## src/rtl/priority_irq_ctrl.sv

```systemverilog
// priority_irq_ctrl: registered N-line priority interrupt controller.
// Active-low requests are latched into a pending register and masked per line.
// The highest-priority eligible line is granted through oValid/iAck.
// An active-low enable-in/enable-out pair lets controllers be cascaded.
//
// Ports:
//   iClk    clock, rising edge
//   iRst_n  synchronous active-low reset
//   iReq_n  [N] request lines, 0 = requesting
//   iMask   [N] 1 = line may pend but is never granted
//   iEI     cascade enable-in, 0 = this stage may grant
//   iAck    consumer acknowledge of the current grant
//   oIdx    [W] granted index, held while oValid=1
//   oValid  grant valid
//   oEO     cascade enable-out, 0 = enabled, idle and nothing eligible
//   oPend   [N] pending register contents
//
// Build option: define IRQ_EDGE_EN for falling-edge capture of requests;
// otherwise requests are captured by level.

module priority_irq_ctrl #(
    parameter  int N = 8,
    localparam int W = $clog2(N)
) (
    input  logic         iClk,
    input  logic         iRst_n,
    input  logic [N-1:0] iReq_n,
    input  logic [N-1:0] iMask,
    input  logic         iEI,
    input  logic         iAck,
    output logic [W-1:0] oIdx,
    output logic         oValid,
    output logic         oEO,
    output logic [N-1:0] oPend
);

    typedef enum logic {
        IDLE,
        GRANT
    } state_t;

    state_t       state;
    logic [N-1:0] pend;
    logic [N-1:0] setV;
    logic [N-1:0] clrV;
    logic [N-1:0] elig;
    logic         any;
    logic [W-1:0] selIdx;

`ifdef IRQ_EDGE_EN
    logic [N-1:0] hist;

    // Previous sample of the request lines; all 1s after reset so a line
    // already low when reset is released is seen as a fresh falling edge.
    always_ff @(posedge iClk) begin
        if (!iRst_n) begin
            hist <= '1;
        end else begin
            hist <= iReq_n;
        end
    end

    assign setV = hist & ~iReq_n;
`else
    assign setV = ~iReq_n;
`endif

    // Only the line currently being acknowledged is cleared.
    always_comb begin
        clrV = '0;
        for (int i = 0; i < N; i++) begin
            clrV[i] = oValid & iAck & (oIdx == W'(i));
        end
    end

    assign elig = pend & ~iMask;
    assign any  = |elig;

    // Ascending scan: the last hit is the highest eligible index.
    always_comb begin
        selIdx = '0;
        for (int i = 0; i < N; i++) begin
            if (elig[i]) begin
                selIdx = W'(i);
            end
        end
    end

    always_ff @(posedge iClk) begin
        if (!iRst_n) begin
            state  <= IDLE;
            oValid <= 1'b0;
            oIdx   <= '0;
            pend   <= '0;
        end else begin
            // A set in the same cycle as a clear keeps the line pending.
            pend <= setV | (pend & ~clrV);
            unique case (state)
                IDLE: begin
                    if (!iEI && any) begin
                        oIdx   <= selIdx;
                        oValid <= 1'b1;
                        state  <= GRANT;
                    end
                end
                GRANT: begin
                    // No retraction: only iAck ends a grant.
                    if (iAck) begin
                        oValid <= 1'b0;
                        state  <= IDLE;
                    end
                end
            endcase
        end
    end

    // Low only when enabled, idle and with nothing eligible, so the next
    // lower stage in the chain may grant.
    assign oEO   = iEI | any | oValid;
    assign oPend = pend;

endmodule

```

## config.mk

```make
export PLATFORM = sky130hd
export DESIGN_NAME = priority_irq_ctrl
export DESIGN_NICKNAME = d
export VERILOG_FILES = /design/src/rtl/priority_irq_ctrl.sv
export SDC_FILE = /design/constraint.sdc
export NUM_CORES = 1
export LEC_CHECK = 0
export ABC_AREA = 1
export CAP_MARGIN = 20
export CORE_UTILIZATION = 37
export CTS_CLUSTER_SIZE = 25
export DETAILED_ROUTE_END_ITERATION = 10
export PLACE_DENSITY_LB_ADDON = 0.12
export SLEW_MARGIN = 20
export SYNTH_ARGS = -nofsm -noshare
export SYNTH_HDL_FRONTEND = slang
export SYNTH_SLANG_ARGS = --single-unit
```

## constraint.sdc

```tcl
create_clock -name iClk -period 1 [get_ports iClk]
set_input_delay 0.1 -clock iClk [delete_from_list [all_inputs] [get_ports iClk]]
set_output_delay 0.1 -clock iClk [all_outputs]
set_load 0.01 [all_outputs]
```

# Yosys cells after proc, flatten, opt, wreduce, memory -nomap -nowiden
# Index checks and enable logic that the tools add are counted.
dict set report op_classes {
  n_eq_ne 9
  muxes 13
  bitwise 18
  reduce_logical 6
}
# operator count
set ops {}
lappend ops {{$not A8 Y8} 3}
lappend ops {{$mux W3} 6}
lappend ops {{$and A8 B8 Y8} 2}
lappend ops {{$eq A3 B3 Y1 const B} 4}
lappend ops {{$and A1 B1 Y1} 9}
lappend ops {{$or A8 B8 Y8} 1}
lappend ops {{$reduce_or A8 Y1} 1}
lappend ops {{$eq A3 B2 Y1 const B} 2}
lappend ops {{$mux W1} 5}
lappend ops {{$ne A2 B2 Y1 const B} 2}
lappend ops {{$pmux W1 S2} 2}
lappend ops {{$reduce_and A2 Y1} 2}
lappend ops {{$eq A3 B1 Y1 const B} 1}
lappend ops {{$logic_not A3 Y1} 1}
lappend ops {{$or A1 B1 Y1} 2}
lappend ops {{$logic_and A1 B1 Y1} 1}
lappend ops {{$logic_not A1 Y1} 1}
lappend ops {{$not A1 Y1} 1}
dict set report totals {
  regBits 13
}

# Depth between registers and ports, before layout
dict set report depth {
  depth_word 9
  ltp_mapped 9
}

# Worst setup path after synthesis
# Ideal clock, no wire load.
dict set report synth_path {
  path_kind {flip-flop to output port}
  startpoint {register pend[4] (netlist: oPend[4])}
  endpoint {output oEO}
  t_arrival_ns 1.001
  t_required_ns 0.900
  path_slack_ns -0.101
  stages_incl_launch_ff 6
  path_buffers 0
  cell_sequence {dfxtp_1 nand2_2 nand2_2 nor2_2 nand2_2 or3_1}
}
dict set report synth_between {
  elab_chain_cells 4
}
# item line
set synth_rtl {}
lappend synth_rtl {{start: declaration} 43} ;# logic [N-1:0] pend;
lappend synth_rtl {{start signal: assignment} 97} ;# pend <= setV | (pend & ~clrV);
lappend synth_rtl {{$and A8 B8 Y8} 76} ;# assign elig = pend & ~iMask;
lappend synth_rtl {{$reduce_or A8 Y1} 77} ;# assign any = |elig;
lappend synth_rtl {{$or A1 B1 Y1 (2 in series)} 119} ;# assign oEO = iEI | any | oValid;
lappend synth_rtl {{end: declaration} 33} ;# output logic oEO,
# Every way passes these cells.

# Final worst setup path
# Ends and elaborated chain as after synthesis.

==> flow_summary.ini <==
[die]
effective_utilization_at_floorplan = 0.405
dieHeight_um = 43.1
num_io_pins = 33
floorplan.core_area_um2 = 1540
placementRows = 14
die_x_um = 43.1
die_area_um2 = 1860

[run_status]
failing_checks = negative setup slack
outcome = finished with violations

[pwr]
power.density_nw_per_um2 = 1190
vdd_drop_max_uv = 904
report.power.total_uw = 1460
lkg_pwr_uw = 0.000611

[synthesis]
synth.area.top_cells = sky130_fd_sc_hd__dfxtp_1, sky130_fd_sc_hd__nand2_1, sky130_fd_sc_hd__nand2_2
synthesis.yosys.warnings = 0
netlist_cell_types = 12
library_cell_with_the_highest_instance_count_after_synthesis = sky130_fd_sc_hd__nand2_1
synth_flop_cell = sky130_fd_sc_hd__dfxtp_1
synth.yosys.seq_area_share = 0.417
synth_area_per_cell_um2 = 6.79
syn-cell-area_um2 = 624
synth_fp_nets = 112
synth.top_cells.by_count = sky130_fd_sc_hd__nand2_1, sky130_fd_sc_hd__inv_1, sky130_fd_sc_hd__dfxtp_1
netlist_instances = 92
asyncSetResetFlopFracSynth = 0
netlist.area_leader.share = 0.417
post_synthesis_sequential_element_count = 13
synth-edff-count = 0
post-synth-top-area-cell = sky130_fd_sc_hd__dfxtp_1

[cells_and_area]
final_cell_area_um2 = 1230
design.final.nets = 172
drive_above_1_share = 0.510
finalCoreUtilization = 0.800
antenna_cells_inserted = 0
area_delta_synth_final_pct = 97.4

[grt]
first_global_vias = 707
grt_start_max_net_pins = 8
antenna_found_initial = 0
globalRouteTotalUtil = 0.206
grt-ovfl-total = 0
grt_pass1_wl_um = 2880

[cts]
clk_transition_reported_paths_ns = 0.09
clk_lat_worst_skew_ns = 0.28
numCtsBuffers = 3
clock_sink_count = 13
maximum_clock_insertion_buffer_count = 2
cts.hold.buffers_added = 0
h_tree_depth = 1
tritoncts_clock_tree = yes
cts.root.buffer_cell = sky130_fd_sc_hd__clkbuf_4

[drt]
route.antenna.remaining_nets = 0
first_drt_iteration_drcs = 12
routed_wire_length_per_instance_um = 11.8
detail_route.vias_per_cell = 4.86
drt_first_pass_iters = 4
drc_errors = 0
route.final.wire_length_um = 1970
num_vias = 811

[timing]
drv_slew = 0
final.period_utilization = 1.48
final_hold_viol_count = 0
max_slew_margin = 0.703
tightest_slew_ns = 0.444
clock-skew-final_ns = 0.00180
timing.fmax_mhz = 677
time_the_final_worst_path_needs_with_i_o_delays_and_setup_ns = 1.48
post-route-worst-setup-slack_ns = -0.478
unrepaired_setup_endpoints_after_global_routing = true
setup_viol = 12

[critical_path]
worstPathArrival_ns = 1.38
worst-path-buf-inv = 1
startpoint_type = flip-flop
cp_top_family = simple AND/OR/NAND/NOR gates
crit-reg2reg-launch = oPend[4]$_SDFF_PN0_
cp.depth = 6
timing.critical_path.from = oPend[4]$_SDFF_PN0_
timing.setup.critical_path_class = reg -> out
path_common_cell = sky130_fd_sc_hd__nand2_2
critical_path_peak_fanout = 2
critPathRequiredTime_ns = 0.90
reg2regPathDepth = 9
critPathCaptureType = output port
critical_path.cell_chain = nand2_2 > nand2_2 > nor2_2 > nand2_2 > or3_4 > buf_6
cpPeakStageDelay_ns = 0.34
worst_path_max_delay_cell = sky130_fd_sc_hd__dfxtp_2

[placed_design]
dp_hpwl_um = 1370
numPortBuffers = 32
gp_routability_congestion = 0.738
dpl_cell_area_um2 = 1120

[run]
maxCapViolCount = 0

[min_path]
worstHoldPathCells = 6
hold_start = iMask[5]
timing.hold.worst.class = in -> reg
==> sequential cells by signal, summed over array words and instances, names as in the netlist <==
signal / flops
oPend: 8
oIdx: 3
oValid: 1
state: 1
==> kinds of logic after synthesis <==
| logic type | count (synthesis) | synth area share |
|---|---|---|
| compound gates | 21 | 0.168 |
| buf+inv | 15 | 0.0902 |
| simple gates | 43 | 0.325 |
| flops | 13 | 0.417 |
==> report_power, final <==
group	switching [uW]	leakage, uW	internal, uW	total (uW)
sequential	35.2	0.000111	569	604
clock	188	0.0000150	155	343
combinational	236	0.000485	281	518
total	459	0.000611	1010	1460
==> cell usage in the layout (no fill, tap or decap), types with 2 or more instances in the layout <==
| cell type | count |
|---|---|
| sky130_fd_sc_hd__o21ai_2 | 3 |
| sky130_fd_sc_hd__buf_4 | 20 |
| sky130_fd_sc_hd__buf_6 | 6 |
| sky130_fd_sc_hd__o21ai_1 | 5 |
| sky130_fd_sc_hd__dfxtp_1 | 2 |
| sky130_fd_sc_hd__clkdlybuf4s50_1 | 18 |
| sky130_fd_sc_hd__nand2_2 | 12 |
| sky130_fd_sc_hd__nor2_1 | 6 |
| sky130_fd_sc_hd__a21oi_2 | 4 |
| sky130_fd_sc_hd__buf_2 | 8 |
| sky130_fd_sc_hd__inv_1 | 13 |
| sky130_fd_sc_hd__a21oi_1 | 8 |
| sky130_fd_sc_hd__nand2_4 | 2 |
| sky130_fd_sc_hd__nand3_1 | 3 |
| sky130_fd_sc_hd__dfxtp_2 | 10 |
| sky130_fd_sc_hd__clkbuf_2 | 2 |
| sky130_fd_sc_hd__nor2_2 | 2 |
| sky130_fd_sc_hd__nand2_1 | 14 |
| sky130_fd_sc_hd__clkbuf_4 | 3 |
==> worst paths after layout <==
check | end | slack, ns
setup reg to reg | oValid$_SDFFE_PN0P_ | -0.22
hold reg to reg | oIdx[2]$_SDFFE_PN0P_ | 0.51
setup / recovery | oEO | -0.48
hold / removal | oIdx[0]$_SDFFE_PN0P_ | 0.28
==> worst min-delay path, delay by kind of cell <==
family,cells,cell delay [ns]
AO/OA/AOI/OAI,1,0.07
buffers and inverters,2,0.13
AND/OR/NAND/NOR,3,0.23
==> per-stage QoR <==
step	worst slack, ns	hold slack [ns]	instances	TNS (ns)
global placement	-0.795	0.476	158	-4.23
CTS	-0.467	0.358	162	-0.920
finish	-0.478	0.280	167	-2.09
floorplan	-0.0584	0.188	92	-0.0584
global route	-0.533	0.328	167	-2.92
detailed placement	-0.803	0.476	158	-4.39
==> metal layers <==
layer,up-vias,global-route usage,routed length (um)
li1,412,-,-
met1,373,0.285,914
met2,22,0.316,946
met3,4,0.0383,85
met4,0,0.0727,27
met5,-,0,0
==> what timing repair did <==
item	4_1_cts	5_1_grt
endpoints found under the hold margin	0	0
gates resized for setup	57	29
setup buffers	1	5
endpoints found under the setup margin	19	16
pin swaps	7	9
==> layout make-up <==
type | count | area (um2)
flip-flops and latches | 13 | 277
well taps | 16 | 20.0
multi-input cells | 64 | 388
clock buffers | 4 | 26.3
repair buffers | 56 | 469
inverters | 14 | 52.6
fillers | 121 | 309
(Power assumes the default switching activity.)
